<file path="config.mk">
export PLATFORM = sky130hd
export DESIGN_NAME = ps2_mouse_tracker
export DESIGN_NICKNAME = d
export VERILOG_FILES = /design/src/rtl/mouse_pkg.sv /design/src/rtl/ps2_rx.sv /design/src/rtl/ps2_mouse_tracker.sv
export SDC_FILE = /design/constraint.sdc
export NUM_CORES = 1
export LEC_CHECK = 0
export ABC_CLOCK_PERIOD_IN_PS = 4400
export BUFFER_PORTS_ARGS = -buffer_cell sky130_fd_sc_hd__buf_2
export CORE_UTILIZATION = 25
export DETAILED_ROUTE_END_ITERATION = 10
export PLACE_DENSITY_LB_ADDON = 0.1
export RECOVER_POWER = 25
export SLEW_MARGIN = 10
export SYNTH_ARGS = -nofsm -noshare
export SYNTH_HDL_FRONTEND = slang
export SYNTH_HIERARCHICAL = 1
export SYNTH_SLANG_ARGS = --single-unit
</file>
<file path="constraint.sdc">
create_clock -name Clk -period 4.4 [get_ports Clk]
set_input_delay 1.32 -clock Clk [delete_from_list [all_inputs] [get_ports Clk]]
set_output_delay 1.32 -clock Clk [all_outputs]
set_load 0.01 [all_outputs]
</file>
<file path="src/rtl/mouse_pkg.sv">
// Shared types, byte-0 field positions and small arithmetic helpers for the
// PS/2 mouse cursor tracker.
package mouse_pkg;

  typedef enum logic [1:0] {
    IDLE,
    DATA,
    PARITY,
    STOP
  } rx_state_t;

  typedef struct packed {
    logic       yovf;
    logic       xovf;
    logic       ysign;
    logic       xsign;
    logic       rbtn;
    logic       lbtn;
    logic [7:0] dx;
    logic [7:0] dy;
  } ps2_pkt_t;

  localparam int B0_LBTN  = 0;
  localparam int B0_RBTN  = 1;
  localparam int B0_SYNC  = 3;
  localparam int B0_XSIGN = 4;
  localparam int B0_YSIGN = 5;
  localparam int B0_XOVF  = 6;
  localparam int B0_YOVF  = 7;

  function automatic ps2_pkt_t decode_pkt(input logic [7:0] b0, input logic [7:0] b1,
                                          input logic [7:0] b2);
    ps2_pkt_t p;
    p.yovf  = b0[B0_YOVF];
    p.xovf  = b0[B0_XOVF];
    p.ysign = b0[B0_YSIGN];
    p.xsign = b0[B0_XSIGN];
    p.rbtn  = b0[B0_RBTN];
    p.lbtn  = b0[B0_LBTN];
    p.dx    = b1;
    p.dy    = b2;
    return p;
  endfunction

  // A saturated (overflowed) axis carries no trustworthy magnitude, so it moves nothing.
  function automatic logic signed [10:0] axis_delta(input logic sign, input logic ovf,
                                                    input logic [7:0] mag);
    if (ovf) return '0;
    return {{3{sign}}, mag};
  endfunction

  function automatic logic [9:0] clamp_axis(input logic signed [10:0] v,
                                            input logic [9:0] vmax);
    if (v < 11'sd0) return '0;
    if (v > $signed({1'b0, vmax})) return vmax;
    return v[9:0];
  endfunction

endpackage

</file>
<file path="src/rtl/ps2_rx.sv">
// PS/2 byte receiver: input synchronizers, ps2_clk falling-edge sampling,
// 11-bit frame FSM and the inactivity timeout.
module ps2_rx
  import mouse_pkg::*;
#(
  parameter int TIMEOUT = 50000
) (
  input  logic       i_clk,
  input  logic       i_rst_n,
  input  logic       i_ps2_clk,
  input  logic       i_ps2_data,
  input  logic       i_pkt_busy,
  output logic [7:0] o_byte,
  output logic       o_byte_valid,
  output logic       o_byte_err,
  output logic       o_timeout
);

  localparam int TW = $clog2(TIMEOUT + 1);

  logic          r_c_s1, r_c_s2, r_c_prev;
  logic          r_d_s1, r_d_s2;
  logic          r_sample;
  rx_state_t     r_state, w_state_next;
  logic [7:0]    r_shift, w_shift_next;
  logic [2:0]    r_bit, w_bit_next;
  logic          r_par_ok, w_par_next;
  logic [TW-1:0] r_tmo_cnt;
  logic          w_active, w_tmo;

  always_ff @(posedge i_clk or negedge i_rst_n) begin
    if (!i_rst_n) begin
      r_c_s1   <= 1'b1;
      r_c_s2   <= 1'b1;
      r_c_prev <= 1'b1;
      r_d_s1   <= 1'b1;
      r_d_s2   <= 1'b1;
      r_sample <= 1'b0;
    end else begin
      r_c_s1   <= i_ps2_clk;
      r_c_s2   <= r_c_s1;
      r_c_prev <= r_c_s2;
      r_d_s1   <= i_ps2_data;
      r_d_s2   <= r_d_s1;
      r_sample <= r_c_prev & ~r_c_s2;
    end
  end

  // The timer only runs while something is half-received: a frame or a packet.
  assign w_active = (r_state != IDLE) || i_pkt_busy;
  assign w_tmo    = w_active && !r_sample && (r_tmo_cnt == TW'(TIMEOUT - 1));

  always_ff @(posedge i_clk or negedge i_rst_n) begin
    if (!i_rst_n) begin
      r_tmo_cnt <= '0;
    end else if (r_sample || !w_active || w_tmo) begin
      r_tmo_cnt <= '0;
    end else begin
      r_tmo_cnt <= r_tmo_cnt + TW'(1);
    end
  end

  always_ff @(posedge i_clk or negedge i_rst_n) begin
    if (!i_rst_n) begin
      r_state  <= IDLE;
      r_shift  <= '0;
      r_bit    <= '0;
      r_par_ok <= 1'b0;
    end else begin
      r_state  <= w_state_next;
      r_shift  <= w_shift_next;
      r_bit    <= w_bit_next;
      r_par_ok <= w_par_next;
    end
  end

  always_comb begin
    w_state_next = r_state;
    w_shift_next = r_shift;
    w_bit_next   = r_bit;
    w_par_next   = r_par_ok;
    o_byte_valid = 1'b0;
    o_byte_err   = 1'b0;
    if (w_tmo) begin
      w_state_next = IDLE;
      o_byte_err   = (r_state != IDLE);
    end else if (r_sample) begin
      case (r_state)
        IDLE: begin
          if (!r_d_s2) begin
            w_state_next = DATA;
            w_bit_next   = '0;
          end
        end
        DATA: begin
          w_shift_next = {r_d_s2, r_shift[7:1]};
          w_bit_next   = r_bit + 3'd1;
          if (r_bit == 3'd7) w_state_next = PARITY;
        end
        PARITY: begin
          w_par_next   = ^{r_shift, r_d_s2};
          w_state_next = STOP;
        end
        STOP: begin
          if (r_d_s2 && r_par_ok) o_byte_valid = 1'b1;
          else                    o_byte_err   = 1'b1;
          w_state_next = IDLE;
        end
        default: w_state_next = IDLE;
      endcase
    end
  end

  assign o_byte    = r_shift;
  assign o_timeout = w_tmo;

endmodule

</file>
<file path="src/rtl/ps2_mouse_tracker.sv">
// PS/2 mouse tracker: assembles 3-byte packets, accumulates clamped cursor
// position and publishes it once per video frame.
module ps2_mouse_tracker
  import mouse_pkg::*;
#(
  parameter int X_MAX   = 639,
  parameter int Y_MAX   = 479,
  parameter int X_INIT  = 320,
  parameter int Y_INIT  = 240,
  parameter int TIMEOUT = 50000
) (
  input  logic       Clk,
  input  logic       Reset_n,
  input  logic       ps2_clk,
  input  logic       ps2_data,
  input  logic       frame_clk,
  output logic [9:0] CursorX,
  output logic [9:0] CursorY,
  output logic       left_btn,
  output logic       right_btn,
  output logic       pkt_valid,
  output logic       frame_err
);

  localparam logic [9:0] X_MAX_V  = 10'(X_MAX);
  localparam logic [9:0] Y_MAX_V  = 10'(Y_MAX);
  localparam logic [9:0] X_INIT_V = 10'(X_INIT);
  localparam logic [9:0] Y_INIT_V = 10'(Y_INIT);

  logic [7:0]         w_byte;
  logic               w_byte_valid, w_byte_err, w_timeout, w_pkt_busy;
  logic [1:0]         r_idx;
  logic [7:0]         r_b0, r_b1;
  logic [9:0]         r_pend_x, r_pend_y, r_pub_x, r_pub_y;
  logic               r_pend_l, r_pend_r, r_pub_l, r_pub_r;
  logic               r_pkt_valid, r_frame_err;
  logic               r_f_s1, r_f_s2, r_f_prev;
  logic               w_publish;
  ps2_pkt_t           w_pkt;
  logic signed [10:0] w_dx, w_dy, w_sum_x, w_sum_y;
  logic [9:0]         w_next_x, w_next_y;

  assign w_pkt_busy = (r_idx != 2'd0);

  ps2_rx #(.TIMEOUT(TIMEOUT)) u_rx (
    .i_clk        (Clk),
    .i_rst_n      (Reset_n),
    .i_ps2_clk    (ps2_clk),
    .i_ps2_data   (ps2_data),
    .i_pkt_busy   (w_pkt_busy),
    .o_byte       (w_byte),
    .o_byte_valid (w_byte_valid),
    .o_byte_err   (w_byte_err),
    .o_timeout    (w_timeout)
  );

  always_ff @(posedge Clk or negedge Reset_n) begin
    if (!Reset_n) begin
      r_f_s1   <= 1'b0;
      r_f_s2   <= 1'b0;
      r_f_prev <= 1'b0;
    end else begin
      r_f_s1   <= frame_clk;
      r_f_s2   <= r_f_s1;
      r_f_prev <= r_f_s2;
    end
  end

  assign w_publish = r_f_s2 & ~r_f_prev;

  // Screen Y grows downward while PS/2 dy is positive for upward motion.
  assign w_pkt    = decode_pkt(r_b0, r_b1, w_byte);
  assign w_dx     = axis_delta(w_pkt.xsign, w_pkt.xovf, w_pkt.dx);
  assign w_dy     = axis_delta(w_pkt.ysign, w_pkt.yovf, w_pkt.dy);
  assign w_sum_x  = $signed({1'b0, r_pend_x}) + w_dx;
  assign w_sum_y  = $signed({1'b0, r_pend_y}) - w_dy;
  assign w_next_x = clamp_axis(w_sum_x, X_MAX_V);
  assign w_next_y = clamp_axis(w_sum_y, Y_MAX_V);

  always_ff @(posedge Clk or negedge Reset_n) begin
    if (!Reset_n) begin
      r_idx       <= 2'd0;
      r_b0        <= '0;
      r_b1        <= '0;
      r_pend_x    <= X_INIT_V;
      r_pend_y    <= Y_INIT_V;
      r_pend_l    <= 1'b0;
      r_pend_r    <= 1'b0;
      r_pkt_valid <= 1'b0;
      r_frame_err <= 1'b0;
    end else begin
      r_pkt_valid <= 1'b0;
      r_frame_err <= w_byte_err;
      if (w_byte_err || w_timeout) begin
        r_idx <= 2'd0;
      end else if (w_byte_valid) begin
        case (r_idx)
          2'd0: begin
            // Only a byte with the always-one bit set can start a packet.
            if (w_byte[B0_SYNC]) begin
              r_b0  <= w_byte;
              r_idx <= 2'd1;
            end
          end
          2'd1: begin
            r_b1  <= w_byte;
            r_idx <= 2'd2;
          end
          2'd2: begin
            r_pend_x    <= w_next_x;
            r_pend_y    <= w_next_y;
            r_pend_l    <= w_pkt.lbtn;
            r_pend_r    <= w_pkt.rbtn;
            r_pkt_valid <= 1'b1;
            r_idx       <= 2'd0;
          end
          default: r_idx <= 2'd0;
        endcase
      end
    end
  end

  // Publishing samples the pending registers before any same-edge packet update.
  always_ff @(posedge Clk or negedge Reset_n) begin
    if (!Reset_n) begin
      r_pub_x <= X_INIT_V;
      r_pub_y <= Y_INIT_V;
      r_pub_l <= 1'b0;
      r_pub_r <= 1'b0;
    end else if (w_publish) begin
      r_pub_x <= r_pend_x;
      r_pub_y <= r_pend_y;
      r_pub_l <= r_pend_l;
      r_pub_r <= r_pend_r;
    end
  end

  assign CursorX   = r_pub_x;
  assign CursorY   = r_pub_y;
  assign left_btn  = r_pub_l;
  assign right_btn = r_pub_r;
  assign pkt_valid = r_pkt_valid;
  assign frame_err = r_frame_err;

endmodule

</file>
# --- Word level (Yosys, flattened, before mapping) ---
# Cells that the tools add are included.
op_classes:
  bitwise: 6
  eq_ne: 11
  muxes: 43
  n_addsub: 4
  n_reduce_logical: 25
  magnitude_cmp: 4
ops:
  columns: ["operator", "n"]
  rows:
  - ["$mux 10", 8]
  - ["$mux 11", 4]
  - ["$lt 11x1->1 const B", 2]
  - ["$mux 1", 19]
  - ["$add 16x1->16 const B", 1]
  - ["$eq 16x16->1 const B", 1]
  - ["$mux 16", 1]
  - ["$reduce_and 3->1", 5]
  - ["$mux 2", 7]
  - ["$add 11x11->11", 1]
  - ["$gt 11x10->1 const B", 1]
  - ["$gt 11x11->1 const B", 1]
  - ["$sub 11x11->11", 1]
  - ["$reduce_bool 2->1", 5]
  - ["$reduce_xor 9->1", 1]
  - ["$pmux 2 s4", 1]
  - ["$reduce_and 4->1", 2]
  - ["$eq 2x2->1 const B", 3]
  - ["$pmux 3 s2", 1]
  - ["$eq 2x1->1 const B", 2]
  - ["$logic_not 2->1", 2]
  - ["$logic_or 1x1->1", 4]
  - ["$not 1->1", 4]
  - ["$pmux 2 s2", 1]
  - ["11 further kinds", 15]
word_totals:
  register_bits: 103
  word_cells: 120

# --- Longest topological paths before layout ---
logic_depth:
  ltp_word: 8
  ltp_mapped: 10
  depth_no_buf: 10

# --- Modules after synthesis ---
# The synthesis kept the hierarchy.
modules_own_cells:
  columns: ["mod", "cells_per_inst", "n_inst", "area_per_inst_um2"]
  rows:
  - ["ps2_mouse_tracker", 311, 1, 3588.4]
  - ["ps2_rx", 161, 1, 1740.4]

# --- Least setup slack after synthesis ---
# Ideal clock, no wire load.
synth_path:
  path_type: "register -> register"
  startpoint: "reg r_b0[6]"
  endpoint: "reg r_pend_x[0]"
  path_slack_ps: 1580
  t_arrival_ps: 2755
  setup_time_ps: 65
  path_buffers: 0
  path_stages_with_launch: 11
  t_required_ps: 4335
  path_cell_list: "dfrtp_1 nor2b_1 ha_1 inv_1 fa_1 and2b_2 o2111ai_2 and4_4 or3b_4 a2111oi_4 a221o_2"
synth_between:
  elab_chain_cells: 8
  word_cells_on_any_way: 11
  classes_between: "add/sub (1); order compare (2); mux (8)"
synth_rtl:
  columns: ["item", "line_no", "text"]
  rows:
  - ["start, declared", "ps2_mouse_tracker.sv:33", "logic [7:0] r_b0, r_b1;"]
  - ["start signal, assigned", "ps2_mouse_tracker.sv:101", "r_b0 <= w_byte;"]
  - ["$mux 1 *", "mouse_pkg.sv:48", "if (ovf) return '0;"]
  - ["$mux 11 *", "mouse_pkg.sv:49", "return {{3{sign}}, mag};"]
  - ["$add 11x11->11 *", "ps2_mouse_tracker.sv:75", "assign w_sum_x = $signed({1'b0, r_pend_x}) + w_dx;"]
  - ["$gt 11x11->1", "mouse_pkg.sv:55", "if (v > $signed({1'b0, vmax})) return vmax;"]
  - ["$mux 1 (2 in series)", "mouse_pkg.sv:55", null]
  - ["$mux 10", "mouse_pkg.sv:56", "return v[9:0];"]
  - ["$mux 10 *", "mouse_pkg.sv:55", null]
  - ["end signal, assigned", "ps2_mouse_tracker.sv:110", "r_pend_x <= w_next_x;"]
  - ["end, declared", "ps2_mouse_tracker.sv:34", "logic [9:0] r_pend_x, r_pend_y, r_pub_x, r_pub_y;"]
# Mark *: on every way between the ends. The rest lies on a longest branch, timed or not. The select of a mux whose other input is x is not followed.
# A chain may end at the register's enable or synchronous reset.

# --- Worst setup path after layout ---
# Same ends and word-level chain as after synthesis.

==> metrics <==
clock latency at the later pin of the worst-skew pair 0.35 ns; Logic pwr share 0.257; Setup CP Type reg2reg; maxcap violations 2; CP Capture Point r_pend_x[0]$_DFFE_PN0P_; failing checks capacitance limit, slew limit; Resized Gates After CTS 0; CTS tree done; Startpoint Class flip-flop; cell family with most CP delay simple AND/OR/NAND/NOR gates; Final Setup Violations 0; Area Growth Syn to Fin 15.3%; Pint 1.81 mW; clk slew on worst S/H paths 0.07 ns; routability congestion estimate 0.843; diode count 0; Max-slew headroom -0.0561; RSZ-0062 raised after global routing false; Tcrit/Tclk final 0.704; number of synthesized register bits 101; Critical Path RT 4.69 ns; minimum clock period 3.10 ns; Synth area leader dfrtp_1; Worst R2R Start r_b0[6]$_DFFE_PN0P_; Syn Area/Cell 11.3 sq um; Pwr Total 2.64 mW; starting DRC count in detailed routing 139; initial core utilization 0.254; Final WS setup 1.30 ns; remaining antenna violation count 0; clock buffer count from CTS 9; Synth Instances 472; antenna violations before repair 0; drt pass-1 iters 4; Buf+Inv Stages, Crit Path 1; largest cells by area after synthesis dfrtp_1 39%, mux2_2 9.5%, dfstp_2 8.4%; post-synthesis sequential area ratio 0.478; Max clock buf depth 2; total gr overflow 0; FILL cells 2189; top_reg_cell synth dfrtp_1; share of power burned in registers 0.409; Nets 544; GRT Resource Usage Total 0.114; reg2reg setup slack 1.30 ns; Peak VDD IR 0.190 mV; Leakage 2.87 nW; I/O Pins 29; Routed WL per cell 14.9 um; fin cells 788; Die W 148 um; final cell utilization of the core 0.293; clock sink count 101; Setup Skew 0.0121 ns; Netlist cell types 60; DRC Markers 0; top cell type's share of synthesized area 0.394; Reg2Reg Capture Point r_pend_x[0]$_DFFE_PN0P_; synthesized net count 508; hold path depth 0; total number of vias 3613; crit-path max FO 10; Synth Warn # 6; IO buf count 28; final design area excluding fillers 6140 sq um; Clk pwr share 0.334; number of flops mapped to enable cells by yosys 0; cell at the slowest stage of the critical path a2111oi_4; Rows 53; first-pass GRT wire length 19600 um; DP Cell Count 772; post-synthesis cell area 5330 sq um; status complete, but fails checks; Switching Fraction 0.314; Crit. path cell count 10; Slew @ Worst Pin 1.58 ns; fraction of layout cells with a size suffix above 1 0.253; vias in the first global route 3787; Hold WC Path Type reg2reg; PwrDens 429 nW/um^2; Register-to-Register Path Depth 10; final hold violation count 0; Slew Viols, Final 84; Max Freq 323 MHz; Vias per Instance 4.59; post-CTS setup buffers 0; core area 21000 sq um; HPWL Detailed 8360 um; CTS Root Cell clkbuf_16; hold_ws 0.359 ns; pre-CTS setup slack 1.29 ns; H-tree lvl count 3; FFs w/ async S/R, synth 1.00; Worst setup EP type flip-flop; dpl cell area 5830 sq um; Max stage delay on crit path 0.49 ns; Post-Route WL 11700 um; CP arrival 3.39 ns; CP startpoint r_b0[6]$_DFFE_PN0P_; pin count of the biggest net entering global routing 61; hold_buf cts 0; Psw 828 uW; setup TNS 0 ns; die height 148 um; cell breakdown of the critical path nor2b_1 -> ha_1 -> inv_1 -> fa_1 -> and2b_2 -> o2111ai_2 -> and4_4 -> or3b_4 -> a2111oi_4 -> a221o_2; DIE AREA 21900 sq um
==> state kept, by name (all words and copies together) (netlist names), 2 cells and up <==
signal,flops
CursorX,10
CursorY,10
r_b0,6
r_b1,8
r_idx,2
r_pend_x,10
r_pend_y,10
u_rx/o_byte,8
u_rx/r_bit,3
u_rx/r_state,2
u_rx/r_tmo_cnt,16
==> cells in the final DEF, fill, tap and decap left out, types with 9 or more instances in the layout <==
cell	instances
xnor2_1	22
nand2_1	34
xor2_1	9
nand3_1	10
buf_2	27
dfstp_2	16
clkbuf_16	9
o21ai_0	10
nor2b_1	16
ha_1	29
nor2_1	32
a21oi_1	20
nand2b_1	13
mux2_2	45
dfrtp_1	84
inv_1	14
==> cell usage after synthesis (6+ instances only) <==
master	count
nand2_1	34
nand3_1	10
o21ai_0	10
mux2_2	45
nor2_1	32
a21o_1	7
xor2_1	9
a21oi_1	20
nand4_1	6
dfrtp_1	84
a221o_2	7
nor3_1	7
ha_1	29
dfstp_2	17
o211ai_1	6
xnor2_1	22
nand2b_1	13
and3_1	7
nor2b_1	17
inv_1	14
clkbuf_1	8
==> layer usage <==
| metal | global-route usage | part of all wire | up-vias |
|---|---|---|---|
| met5 | 0 | 0 | - |
| met2 | 0.182 | 0.45 | 37 |
| met3 | 0.0204 | 0.026 | 17 |
| li1 | - | - | 1788 |
| met1 | 0.152 | 0.50 | 1771 |
| met4 | 0.0490 | 0.025 | 0 |
==> final cells by class <==
| type | instances | area, sq um | share of cell area |
|---|---|---|---|
| Clock buffer | 12 | 246 | 0.0401 |
| Clock inverter | 4 | 72.6 | 0.0118 |
| Inverter | 14 | 52.6 | 0.00855 |
| Multi-Input combinational cell | 349 | 2710 | 0.440 |
| Sequential cell | 101 | 2550 | 0.415 |
| Tap cell | 275 | 344 | 0.0560 |
| Timing Repair Buffer | 33 | 174 | 0.0283 |
==> kinds of logic (layout without fill, tap and decap cells) <==
family,Yosys count,in the layout,share of synthesized area
muxes,47,47,0.0989
adders and majority gates,31,31,0.0756
buffers and inverters,22,63,0.0155
AOI/OAI and AO/OA,90,90,0.127
xor gates and xnor gates,32,32,0.0552
DFF,101,101,0.478
and+or+nand+nor,149,149,0.150
==> worst min path at each step <==
stage | from | endpoint
floorplan | r_f_s1$_DFF_PN0_ | r_f_s2$_DFF_PN0_
global placement | r_f_s1$_DFF_PN0_ | r_f_s2$_DFF_PN0_
detailed placement | u_rx/r_d_s1$_DFF_PN1_ | u_rx/r_d_s2$_DFF_PN1_
CTS | u_rx/r_c_s1$_DFF_PN1_ | u_rx/r_c_s2$_DFF_PN1_
global route | u_rx/r_d_s1$_DFF_PN1_ | u_rx/r_d_s2$_DFF_PN1_
finish | u_rx/r_d_s1$_DFF_PN1_ | u_rx/r_d_s2$_DFF_PN1_
==> power groups by stage <==
stage | clock network [mW] | registers [mW] | logic, mW
5_1_grt | 0.946 | 1.09 | 0.770
3_3_place_gp | 0 | 1.10 | 0.678
3_5_place_dp | 0 | 1.10 | 0.685
2_1_floorplan | 0 | 1.07 | 0.538
6_report | 0.881 | 1.08 | 0.677
4_1_cts | 0.919 | 1.08 | 0.689
(Power assumes the default switching activity.)
